===== config.mk =====
export PLATFORM = sky130hd
export DESIGN_NAME = return_stream_arbiter_flat
export DESIGN_NICKNAME = d
export VERILOG_FILES = /design/src/rtl/return_stream_arbiter_pkg.sv /design/src/rtl/return_stream_arbiter_if.sv /design/src/rtl/return_stream_arbiter_rr_picker.sv /design/src/rtl/return_stream_arbiter.sv /design/src/flat_wrapper.sv
export SDC_FILE = /design/constraint.sdc
export NUM_CORES = 1
export LEC_CHECK = 0
export BUFFER_PORTS_ARGS = -buffer_cell sky130_fd_sc_hd__buf_2
export CAP_MARGIN = 20
export CORE_AREA = 10 10 258 260
export DETAILED_ROUTE_END_ITERATION = 12
export DIE_AREA = 0 0 268 270
export PLACE_DENSITY_LB_ADDON = 0.12
export SLEW_MARGIN = 10
export SYNTH_ARGS = -nofsm -noshare
export SYNTH_HDL_FRONTEND = slang
export SYNTH_SLANG_ARGS = --single-unit

===== constraint.sdc =====
create_clock -name clk -period 1.95 [get_ports clk]
set_clock_uncertainty 0.15 [all_clocks]
set_input_delay 0.0975 -clock clk [delete_from_list [all_inputs] [get_ports clk]]
set_output_delay 0.0975 -clock clk [all_outputs]
set_load 0.01 [all_outputs]

===== src/rtl/return_stream_arbiter_pkg.sv =====
// Shared types and helpers for the return-stream arbiter: FSM states, width
// defaults and the round-robin scan function.
package return_arb_pkg;
  localparam int NUM_REQ      = 4;
  localparam int IN_BYTES     = 16;
  localparam int MAX_ELEMENTS = 34;
  localparam int CNT_W        = $clog2(MAX_ELEMENTS);
  localparam int GID_W        = $clog2(NUM_REQ);

  typedef enum logic [1:0] {IDLE, GRANT, FLUSH} arb_state_t;

  // Returns {found, index}. The scan walks from farthest to nearest, so the
  // lane closest after ptr is the one left in the result.
  function automatic logic [3:0] rr_next(input logic [7:0] req_vec,
                                         input logic [2:0] ptr, input int n);
    int j;
    rr_next = '0;
    for (int k = 8; k >= 1; k--) begin
      if (k <= n) begin
        j = (int'(ptr) + k) % n;
        if (req_vec[j]) rr_next = {1'b1, j[2:0]};
      end
    end
  endfunction
endpackage


===== src/rtl/return_stream_arbiter_if.sv =====
// Lane-side and FIFO-side byte-packing signals of the return-stream arbiter.
// master = arbiter, slave = lanes plus return FIFO.
interface return_stream_arbiter_if #(
  parameter int NUM_REQ  = return_arb_pkg::NUM_REQ,
  parameter int IN_BYTES = return_arb_pkg::IN_BYTES,
  parameter int CNT_W    = return_arb_pkg::CNT_W
);
  logic [NUM_REQ-1:0][IN_BYTES-1:0][7:0] req_data;
  logic [NUM_REQ-1:0][CNT_W-1:0]         req_bytes_valid;
  logic [NUM_REQ-1:0]                    req_last;
  logic [NUM_REQ-1:0]                    req_shift;
  logic [IN_BYTES-1:0][7:0]              fifo_data;
  logic [CNT_W-1:0]                      fifo_bytes_valid;
  logic                                  fifo_shift;
  logic                                  fifo_eos;

  modport master (input req_data, req_bytes_valid, req_last, fifo_shift,
                  output req_shift, fifo_data, fifo_bytes_valid, fifo_eos);
  modport slave  (output req_data, req_bytes_valid, req_last, fifo_shift,
                  input req_shift, fifo_data, fifo_bytes_valid, fifo_eos);
endinterface


===== src/rtl/return_stream_arbiter_rr_picker.sv =====
// Combinational round-robin select: first requesting lane after ptr, with wrap.
module rr_picker #(
  parameter int NUM_REQ = return_arb_pkg::NUM_REQ,
  parameter int GID_W   = return_arb_pkg::GID_W
) (
  input  logic [NUM_REQ-1:0] req,
  input  logic [GID_W-1:0]   ptr,
  output logic               found,
  output logic [GID_W-1:0]   idx
);
  import return_arb_pkg::rr_next;

  logic [3:0] pick;

  assign pick  = rr_next(8'(req), 3'(ptr), NUM_REQ);
  assign found = pick[3];
  assign idx   = GID_W'(pick[2:0]);
endmodule


===== src/rtl/return_stream_arbiter.sv =====
// Round-robin, packet-granular arbiter sharing the return-FIFO packing port.
// Optional stall watchdog under `define RSA_WATCHDOG_EN.
module return_stream_arbiter #(
  parameter int NUM_REQ         = return_arb_pkg::NUM_REQ,
  parameter int IN_BYTES        = return_arb_pkg::IN_BYTES,
  parameter int MAX_ELEMENTS    = return_arb_pkg::MAX_ELEMENTS,
  parameter int FLUSH_CYCLES    = 2,
  parameter int WATCHDOG_CYCLES = 256,
  localparam int CNT_W          = $clog2(MAX_ELEMENTS),
  localparam int GID_W          = $clog2(NUM_REQ)
) (
  input  logic                   clk,
  input  logic                   reset,
  return_stream_arbiter_if.master bus,
  output logic [GID_W-1:0]       grant_id,
  output logic                   busy
`ifdef RSA_WATCHDOG_EN
  , output logic                 wd_fired
`endif
);
  import return_arb_pkg::*;

  localparam int FW = $clog2(FLUSH_CYCLES + 1);
  localparam logic [CNT_W:0] WIN_BYTES = (CNT_W + 1)'(IN_BYTES);

  arb_state_t         state, state_nxt;
  logic [GID_W-1:0]   rr_ptr, pick_idx;
  logic               pick_found;
  logic [NUM_REQ-1:0] req_vec;
  logic [FW-1:0]      flush_cnt;
  logic [CNT_W-1:0]   g_bv;
  logic               pkt_end, wd_hit;

  for (genvar i = 0; i < NUM_REQ; i++) begin : g_req
    assign req_vec[i] = |bus.req_bytes_valid[i];
  end

  rr_picker #(.NUM_REQ(NUM_REQ), .GID_W(GID_W)) u_pick (
    .req(req_vec), .ptr(rr_ptr), .found(pick_found), .idx(pick_idx)
  );

  assign g_bv = bus.req_bytes_valid[grant_id];
  // A window flagged last but wider than one beat still has bytes behind it.
  assign pkt_end = (state == GRANT) && bus.fifo_shift && bus.req_last[grant_id] &&
                   ({1'b0, g_bv} <= WIN_BYTES);
  assign busy = (state != IDLE);

`ifdef RSA_WATCHDOG_EN
  localparam int SW = $clog2(WATCHDOG_CYCLES + 1);
  logic [SW-1:0] stall_cnt;

  assign wd_hit = (state == GRANT) && (g_bv == '0) &&
                  (stall_cnt == SW'(WATCHDOG_CYCLES - 1));

  always_ff @(posedge clk) begin
    if (reset) begin
      stall_cnt <= '0;
      wd_fired  <= 1'b0;
    end else begin
      wd_fired  <= wd_hit;
      stall_cnt <= (state == GRANT && g_bv == '0 && !wd_hit) ? stall_cnt + 1'b1 : '0;
    end
  end
`else
  assign wd_hit = 1'b0;
`endif

  always_ff @(posedge clk) begin
    if (reset) begin
      state     <= IDLE;
      grant_id  <= '0;
      rr_ptr    <= GID_W'(NUM_REQ - 1);
      flush_cnt <= '0;
    end else begin
      state <= state_nxt;
      // rr_ptr tracks the lane just served, so it ranks last next time round.
      if (state == IDLE && pick_found) begin
        grant_id <= pick_idx;
        rr_ptr   <= pick_idx;
      end
      if (pkt_end || wd_hit)  flush_cnt <= FW'(FLUSH_CYCLES - 1);
      else if (state == FLUSH) flush_cnt <= flush_cnt - 1'b1;
    end
  end

  always_comb begin
    state_nxt = state;
    case (state)
      IDLE:    if (pick_found)          state_nxt = GRANT;
      GRANT:   if (pkt_end || wd_hit)   state_nxt = FLUSH;
      FLUSH:   if (flush_cnt == '0)     state_nxt = IDLE;
      default:                          state_nxt = IDLE;
    endcase
  end

  always_comb begin
    bus.fifo_data        = '0;
    bus.fifo_bytes_valid = '0;
    bus.req_shift        = '0;
    bus.fifo_eos         = (state == FLUSH);
    if (state == GRANT) begin
      bus.fifo_data           = bus.req_data[grant_id];
      bus.fifo_bytes_valid    = g_bv;
      bus.req_shift[grant_id] = bus.fifo_shift;
    end
  end
endmodule

===== src/flat_wrapper.sv =====
// flat-port wrapper written by rule: the top's interface ports become plain ports
module return_stream_arbiter_flat import return_arb_pkg::*;
#(
  parameter int NUM_REQ         = return_arb_pkg::NUM_REQ,
  parameter int IN_BYTES        = return_arb_pkg::IN_BYTES,
  parameter int MAX_ELEMENTS    = return_arb_pkg::MAX_ELEMENTS,
  parameter int FLUSH_CYCLES    = 2,
  parameter int WATCHDOG_CYCLES = 256,
  localparam int CNT_W          = $clog2(MAX_ELEMENTS),
  localparam int GID_W          = $clog2(NUM_REQ)
)
  (clk, reset, grant_id, busy, bus_req_data, bus_req_bytes_valid, bus_req_last, bus_fifo_shift, bus_req_shift, bus_fifo_data, bus_fifo_bytes_valid, bus_fifo_eos);
  return_stream_arbiter_if #(.NUM_REQ(NUM_REQ), .IN_BYTES(IN_BYTES)) bus_i ();
  input  logic clk;
  input  logic reset;
  output logic [GID_W-1:0] grant_id;
  output logic busy;
  input wire logic [$bits(bus_i.req_data)-1:0] bus_req_data;
  input wire logic [$bits(bus_i.req_bytes_valid)-1:0] bus_req_bytes_valid;
  input wire logic [$bits(bus_i.req_last)-1:0] bus_req_last;
  input wire logic [$bits(bus_i.fifo_shift)-1:0] bus_fifo_shift;
  output wire logic [$bits(bus_i.req_shift)-1:0] bus_req_shift;
  output wire logic [$bits(bus_i.fifo_data)-1:0] bus_fifo_data;
  output wire logic [$bits(bus_i.fifo_bytes_valid)-1:0] bus_fifo_bytes_valid;
  output wire logic [$bits(bus_i.fifo_eos)-1:0] bus_fifo_eos;
  assign bus_i.req_data = bus_req_data;
  assign bus_i.req_bytes_valid = bus_req_bytes_valid;
  assign bus_i.req_last = bus_req_last;
  assign bus_i.fifo_shift = bus_fifo_shift;
  assign bus_req_shift = bus_i.req_shift;
  assign bus_fifo_data = bus_i.fifo_data;
  assign bus_fifo_bytes_valid = bus_i.fifo_bytes_valid;
  assign bus_fifo_eos = bus_i.fifo_eos;
  return_stream_arbiter #(.NUM_REQ(NUM_REQ), .IN_BYTES(IN_BYTES), .MAX_ELEMENTS(MAX_ELEMENTS), .FLUSH_CYCLES(FLUSH_CYCLES), .WATCHDOG_CYCLES(WATCHDOG_CYCLES)) u_core (.clk(clk), .reset(reset), .bus(bus_i), .grant_id(grant_id), .busy(busy));
endmodule

* After elaboration in Yosys (flattened, before gate mapping)
Index checks and enable logic that the tools add are counted.
** Word-level totals
- Bits in read-only memories :: 0
- Input port bits :: 543
- RAM bits :: 0
- Logic and storage cells :: 79
- Bits in registers :: 8
- Memories :: 0
- Latch bits :: 0
** Cells by class
- Reduce and logical (&&, ||, !) cells :: 19
- Shift-type cells :: 0
- Multipliers :: 0
- Order comparisons :: 7
- Bitwise gates (word level) :: 5
- Muxes and demuxes :: 33
- Add/sub/neg operators :: 5
- Equality and inequality tests :: 5
- Divide/modulo/power cells :: 0
** Operators by type and width (number)
- 128-bit binary-select mux with 2-bit select :: 1
- 128-bit 2-to-1 mux :: 2
- 6-bit OR reduction :: 4
- 3-bit by 5-bit less-than comparator with 1-bit output (second input constant) :: 4
- 4-bit 2-to-1 mux :: 5
- 1-bit binary-select mux with 3-bit select :: 4
- 6-bit binary-select mux with 2-bit select :: 1
- 1-bit 2-to-1 mux :: 12
- 6-bit 2-to-1 mux :: 2
- 2-bit OR reduction :: 5
- 6-bit by 5-bit <= comparator with 1-bit output (second input constant) :: 1
- 2-bit 2-to-1 mux :: 3
- 2-bit case mux with 3 select lines :: 1
- 1-bit logical AND :: 5
- 2-bit by 1-bit adder with 2-bit output (second input constant) :: 2
- 2-bit adder (second input constant) :: 2
- 1-bit AND (first input constant) :: 4
- 4-bit AND :: 1
- 2-bit logical NOT :: 2
- 2-bit by 1-bit != test with 1-bit output (second input constant) :: 2
- 2-bit nonzero test :: 2
- 2-bit by 3-bit less-than comparator with 1-bit output (second input constant) :: 1
- 3-bit AND reduction :: 1
- 1-bit binary-select mux with 2-bit select :: 1
- other kinds (6) :: 6

* Depth between registers and ports, before layout
Gate-level depths: netlist (run 1).
- Depth in word-level cells :: 12
- Mapped depth :: 6
- Gate-level depth less buffers :: 5

* Modules after synthesis
A second synthesis (run 1) with hierarchy kept.
** Unflattened totals
- Cell total of the unflattened synthesis :: 391
- Area, all modules :: 4609.4 um^2
** Modules (own cells, without submodules)
- return_stream_arbiter :: times used 1, seq. area each 160.2 um^2, area each 4530.6 um^2, cells an instance 377
- rr_picker :: times used 1, seq. area each 0.0 um^2, area each 78.8 um^2, cells an instance 14

* Worst setup path before layout (run 1)
OpenSTA, ideal clock, no wires.
- Path type :: reg2reg
- Start :: register u_core.grant_id[0]
- End :: register u_core.state[0]
- Stages on the path, launching flop included :: 7
- Buffers on the path :: 1
- Data arrival time :: 1788 ps
- Required time :: 1672 ps
- Period minus slack after synthesis :: 2066 ps
- Path slack :: -116 ps
- Cell sequence :: dfxtp_1 -> buf_6 -> mux4_2 -> o41ai_2 -> and3b_2 -> a21bo_2 -> a21oi_1
** Between the ends
- Longest elaborated chain between the ends :: 6
- Elaborated cells between the ends (all ways) :: 9
** RTL lines
- start, declared :: RTL line return_stream_arbiter.sv:15 : output logic [GID_W-1:0] grant_id,
- start signal, assigned :: RTL line return_stream_arbiter.sv:78 : grant_id <= pick_idx;
- 6-bit binary-select mux with 2-bit select / 1-bit binary-select mux with 2-bit select (equally long branches) :: RTL line return_stream_arbiter.sv:42, return_stream_arbiter.sv:44
- 6-bit 2-to-1 mux (not written as such) / 1-bit 2-to-1 mux (equally long branches) :: RTL line return_stream_arbiter.sv:42, return_stream_arbiter.sv:44
- 6-bit by 5-bit <= comparator with 1-bit output / 1-bit logical AND (equally long branches) :: RTL line return_stream_arbiter.sv:45, return_stream_arbiter.sv:44
- 1-bit logical AND (*) :: RTL line return_stream_arbiter.sv:44 : assign pkt_end = (state == GRANT) && bus.fifo_shift && bus.req_last[grant_id] &&
- 2-bit by 1-bit != test with 1-bit output (no source line) (*)
- 3-bit AND reduction (no source line) (*)
- end signal, assigned :: RTL line return_stream_arbiter.sv:75 : state <= state_nxt;
- end, declared :: RTL line return_stream_arbiter.sv:26 : arb_state_t state, state_nxt;
Every way passes the cells marked *; elsewhere a longest branch is shown, timed or not. The select of a mux whose other input is x is not followed.
A chain may end at the register's enable or synchronous reset.

* Worst setup path in the final report (run 1)
- Start :: register u_core.grant_id[0]
- End :: output bus_fifo_data[124]
** Between the ends
- Longest elaborated chain between the ends :: 3
** RTL lines
- 128-bit binary-select mux with 2-bit select :: RTL line return_stream_arbiter.sv:102 : bus.fifo_data = bus.req_data[grant_id];
- 128-bit 2-to-1 mux (not written as such) :: RTL line return_stream_arbiter.sv:102
- 128-bit 2-to-1 mux :: RTL line return_stream_arbiter.sv:101 : if (state == GRANT) begin
- end, declared :: RTL line flat_wrapper.sv:23 : output wire logic [$bits(bus_i.fifo_data)-1:0] bus_fifo_data;
No other way between the ends. The select of a mux whose other input is x is not followed.

==> results of run 1 <==
[metrics by stage]
step	instance area [sq um]	power [mW]	utilization	hold WS, ns
6_report	10400	4.34	0.169	0.0203
5_1_grt	10400	4.66	0.169	0.0366
4_1_cts	10100	4.25	0.164	0.00969
3_5_place_dp	9230	3.37	0.151	0.236
3_3_place_gp	9230	3.38	0.151	0.246
2_1_floorplan	4650	1.91	-	0.0553
[sequential cells by signal, indices dropped and copies added, names as in the netlist]
signal and flops:
u_core.flush_cnt 2, u_core.rr_ptr 2, u_core.state 2, u_core.grant_id 2
[how the worst max path moves through the flow]
stage / start / to / slack [ns] / cells after the start
3_3_place_gp: u_core.grant_id[0] / u_core.state[0] / -0.13 / 5
5_1_grt: u_core.grant_id[0] / u_core.flush_cnt[0] / -0.29 / 6
4_1_cts: u_core.grant_id[0] / u_core.state[0] / -0.21 / 6
3_5_place_dp: u_core.grant_id[0] / u_core.state[0] / -0.12 / 5
6_report: u_core.grant_id[0] / bus_fifo_data[124] / -0.18 / 6
2_1_floorplan: u_core.grant_id[0] / u_core.state[0] / -0.0009 / 6
[logic make-up after synthesis]
kind of cell    share of synthesized area
simple gates                        0.219
mux                                 0.656
buf+inv                            0.0477
compound gates                     0.0380
flops                              0.0345
xor+xnor                          0.00189
fa+ha+maj                         0.00270
[synthesized netlist by cell type]
cell type,n
a41o_1,1
o41ai_2,1
or2_2,1
clkbuf_1,24
nor4_1,1
nand3_2,1
buf_1,5
o311ai_0,1
nand2_1,5
nor2_1,10
a311oi_1,2
mux4_2,134
and2_1,135
o221ai_1,2
a221oi_1,1
nand3_1,3
nand2b_1,1
o22ai_1,1
nor3_4,1
ha_1,1
a21oi_1,7
nor2b_1,2
o21ai_0,4
buf_2,17
nor3_1,2
a31o_2,1
clkbuf_2,1
a21o_1,1
a221o_1,1
inv_1,3
or4_4,1
and3_1,2
mux4_1,1
buf_6,1
a21bo_2,1
dfxtp_1,8
and3b_2,1
xnor2_1,1
[area by class of cell]
class	instances	area, sq um	share of cell area
tap	790	988	0.0952
multi-input combinational	327	4420	0.425
sequential	8	168	0.0162
antenna	13	32.5	0.00313
inverter	3	11.3	0.00108
clock buffer	4	78.8	0.00759
timing repair buffer	740	4690	0.451
[power breakdown]
part / switching [mW] / internal, mW / total, mW
logic: 1.49 / 2.29 / 3.78
clock network: 0.0775 / 0.272 / 0.350
registers: 0.0262 / 0.182 / 0.208
[cells in the final DEF, fill, tap and decap left out, types with 2 or more instances in the layout]
cell type / count
buf_12: 12
diode_2: 13
buf_2: 628
inv_1: 3
and3_1: 2
buf_6: 62
nor3_1: 2
o21ai_0: 4
a311oi_1: 2
buf_4: 15
clkbuf_16: 4
a21oi_2: 3
and2_1: 83
dfxtp_1: 6
dfxtp_4: 2
mux4_2: 135
nand3_1: 3
nor2_1: 10
and2_4: 52
buf_16: 10
nand2_1: 5
a21oi_1: 4
buf_8: 10
o221ai_1: 2
[what timing repair did]
| action | CTS | global route |
|---|---|---|
| gates resized for setup | 102 | 63 |
| hold buffers | 1 | 0 |
| endpoints found under the hold margin | 1 | 0 |
| setup buffers | 16 | 4 |
| setup endpoints to repair | 133 | 134 |
| cloned | 7 | 1 |
| pin swaps | 17 | 3 |
[metal layers]
metal	vias to the layer above	GRT usage	share of wire
met5	-	0	0.0018
met4	14	0.0225	0.014
met3	68	0.0583	0.12
met2	502	0.224	0.52
met1	3262	0.120	0.35
li1	2989	-	-
==> flow_metrics.tcl, run 1 <==
set metrics [dict create \
    tritoncts "done" \
    gp_congestion 0.838 \
    whs_path_depth 2 \
    reg2reg_to "u_core.state[0]" \
    dr.pass1.iters 5 \
    grt_max_degree 63 \
    slowest_delay_ns 0.49 \
    powerDensity_nw_per_um2 418 \
    wl_per_cell_um 24.8 \
    hold_path_class "in2reg" \
    postRouteAntennaNets 0 \
    cap_violations 0 \
    holdPathEnd "u_core.flush_cnt[0]" \
    relSlewSlack 0.676 \
    core-area_sq_um 61300 \
    ioPinCount 685 \
    clock_path_buffers 2 \
    initial_core_util 0.0758 \
    crit_slowest_cell "mux4_2" \
    syn_to_final_growth_pct 124 \
    port_buffers 684 \
    start_kind "register" \
    grt_pass1_vias 7667 \
    cts_inserted_buffers 3 \
    die_y_um 270 \
    setup.worst_path.end_class "output pin" \
    drtIter0Drc 207 \
    cts_sinks 8 \
    fmax_ghz 0.470 \
    worst_slew_pin_slew_ns 0.480 \
    final_nets 1627 \
    postSynthAreaPerCell_sq_um 12.0 \
    synth_nets 930 \
    htree_levels 1 \
    required_ns 1.70 \
    grt_first_pass_wirelength_mm 62.3 \
    setup_ws_ns -0.176 \
    ys_seq_elements 8 \
    worstSetupPathType "reg2out" \
    rows 91 \
    via_per_inst 3.63 \
    status "finished, violations left" \
    reg2reg_from "u_core.grant_id[0]" \
    crit_arrival_ns 1.88 \
    grt-ovfl-total 0 \
    cts_root_buf "clkbuf_16" \
    synthTopCellsByArea "mux4_2 65%, and2_1 18%, dfxtp_1 3.5%, clkbuf_1 1.9%, buf_2 1.8%" \
    antenna_found_initial 39 \
    synth_top_area_frac 0.650 \
    drcViolationCount 0 \
    hold_viol 0 \
    clkTransAtPathRegs_ns 0.04 \
    dp.cells 1841 \
    synthCells 386 \
    cp_top_family "buffers and inverters" \
    violations "negative setup slack" \
    path_buf_inv 4 \
    holdCritStartpoint "reset" \
    synth_cell_types 38 \
    netlist_area_sq_um 4640 \
    hpwl_mm 41.9 \
    dp_slack_ns -0.120 \
    slew_viol_final 0 \
    peakVddDrop_v 0.000241 \
    synth_top_cell_by_area "mux4_2" \
    synth_seq_area_share 0.0345 \
    nFillCells 7003 \
    worstPathCellList "buf_12 > buf_4 > buf_8 > mux4_2 > and2_1 > buf_2" \
    vias 6835 \
    ys_warn_count 0 \
    rr_worst_depth 6 \
    setup_violations 131 \
    setup-tns-final_ns -14.66 \
    drive_gt1_frac 0.872 \
    path_max_fanout 11 \
    dieArea_sq_um 72400 \
    fin_crit_sh 1.09 \
    fin_cells 1885 \
    die_w_um 268 \
    clock_latency_ns 0.23 \
    grt_usage 0.121 \
    ff2ff_setup_slack_ns -0.16 \
    p_leak_nw 4.80 \
    rsz0062_at_grt "true" \
    min_period_ns 2.13 \
    totalWireLength_mm 46.8 \
]
(Power assumes the default switching activity.)
==> inputs of run 2 (changes only) <==
- SETUP_SLACK_MARGIN: unset -> 0.1
==> run 2 against run 1 <==
The flow still finishes with violations (negative setup slack). Sequential power is 2% higher. Final area grew 2.6%. First-iteration DRC count increased by 27%. Power rose by 4.7%. Sequential cell count unchanged. Hold slack worse by 0.0056 ns. Sequential share of layout area barely moved. Largest cell class unchanged. Largest power group unchanged.
==> flow_metrics.tcl, run 2 (synthesis results as in run 1) <==
set metrics [dict create \
    ioPinCount 685 \
    mostFrequentLayoutCells "606 x buf_2, 135 x mux4_2, 83 x buf_6" \
    antenna_found_initial 19 \
    path_max_fanout 7 \
    rows 91 \
    dr_wl_met3_mm 4.70 \
    post_dp_cell_area_sq_um 9350 \
    highest_layer "met5" \
    port_buffers 684 \
    dr.pass1.iters 5 \
    worst_slew_pin_slew_ns 0.479 \
    die_w_um 268 \
    grt_usage 0.109 \
    fmax_ghz 0.455 \
    p_leak_nw 4.93 \
    dieArea_sq_um 72400 \
    final_nets 1639 \
    powerDensity_nw_per_um2 426 \
    htree_levels 1 \
    die_y_um 270 \
    grt-ovfl-total 0 \
    cap_violations 0 \
    hold_path_class "in2reg" \
    cts_inserted_buffers 3 \
    rsz0062_at_grt "true" \
    min_period_ns 2.20 \
    grt_max_degree 75 \
    totalWireLength_mm 42.8 \
    core-area_sq_um 61300 \
    drive_gt1_frac 0.903 \
    initial_core_util 0.0758 \
    hpwl_mm 38.1 \
    peakVddDrop_v 0.000210 \
    setup_violations 135 \
    setup_ws_ns -0.248 \
    wl_per_cell_um 22.7 \
    clock_path_buffers 2 \
    vias 6808 \
    hold_viol 0 \
    slew_viol_final 0 \
    via_per_inst 3.61 \
    relSlewSlack 0.676 \
    nFillCells 7005 \
    cts_root_buf "clkbuf_16" \
    drtIter0Drc 262 \
    fin_crit_sh 1.13 \
    crit_arrival_ns 1.95 \
    syn_to_final_growth_pct 130 \
    required_ns 1.70 \
    violations "negative setup slack" \
    postRouteAntennaNets 0 \
    cts_sinks 8 \
    start_kind "register" \
    hold_ws_ns 0.0148 \
    grt_first_pass_wirelength_mm 58.1 \
    worstSetupPathType "reg2out" \
    postLayoutCellArea_sq_um 10700 \
    status "finished, violations left" \
    wl_met1_mm 14.3 \
    gp_congestion 0.857 \
    grt_pass1_vias 7703 \
    drcViolationCount 0 \
    clock_latency_ns 0.23 \
    detailroute.wirelength.met2_mm 23.4 \
    hold_buffers 0 \
    tritoncts "done" \
    setup.worst_path.end_class "output pin" \
    final_common_cell "buf_2" \
    clkTransAtPathRegs_ns 0.04 \
]
==> run 2: repair_timing <==
action                     CTS  global route
gates cloned                 5             1
setup endpoints to repair  135           139
setup buffers                8             8
resized for setup          133            98
pin swaps                   35             3
==> run 2: critical path, stage by stage, from the launching register on <==
cell	delay [ns]
dfxtp_4	0.39
buf_12	0.13
buf_16	0.15
buf_12	0.15
mux4_2	0.56
and2_1	0.17
buf_2	0.14
==> run 2: cell type report <==
type                            instances  area (sq um)  area share
Multi-Input combinational cell        327          4480       0.421
Sequential cell                         8           168      0.0157
Tap cell                              790           988      0.0928
Antenna cell                            2          5.00    0.000470
Timing Repair Buffer                  752          4920       0.462
Clock buffer                            3          75.1     0.00705
Inverter                                3          15.0     0.00141
==> run 2: layer usage <==
metal  vias to the layer above  global-route usage
met2                       471               0.217
li1                       2999                   -
met3                        40              0.0377
met4                        10              0.0117
met1                      3288               0.107
met5                         -                   0
==> run 2: path summary, 6_finish.rpt <==
kind                      startpoint                  end  slack [ns]  cells after the start
setup reg to reg  u_core.grant_id[0]      u_core.state[0]       -0.21                      7
hold / removal        bus_fifo_shift  u_core.flush_cnt[1]        0.01                      2
hold reg to reg   u_core.grant_id[1]   u_core.grant_id[1]        0.41                      2
setup / recovery  u_core.grant_id[0]    bus_fifo_data[86]       -0.25                      6
==> run 2: where the power goes <==
part           total (mW)  internal (mW)  switching, mW
clock               0.343          0.264         0.0789
sequential          0.213          0.182         0.0317
combinational        3.99           2.45           1.54
total                4.54           2.90           1.65
==> run 2: metrics by stage <==
stage	worst slack, ns	total power [mW]	utilization	instances	TNS (ns)
after global routing	-0.278	4.85	0.174	1883	-30.47
after floorplan	0.00477	1.91	-	386	0
after detailed placement	-0.0739	3.44	0.153	1859	-0.744
final	-0.248	4.54	0.174	1885	-22.65
after CTS	-0.225	4.34	0.166	1875	-23.14
after global placement	-0.109	3.45	0.153	1859	-0.759
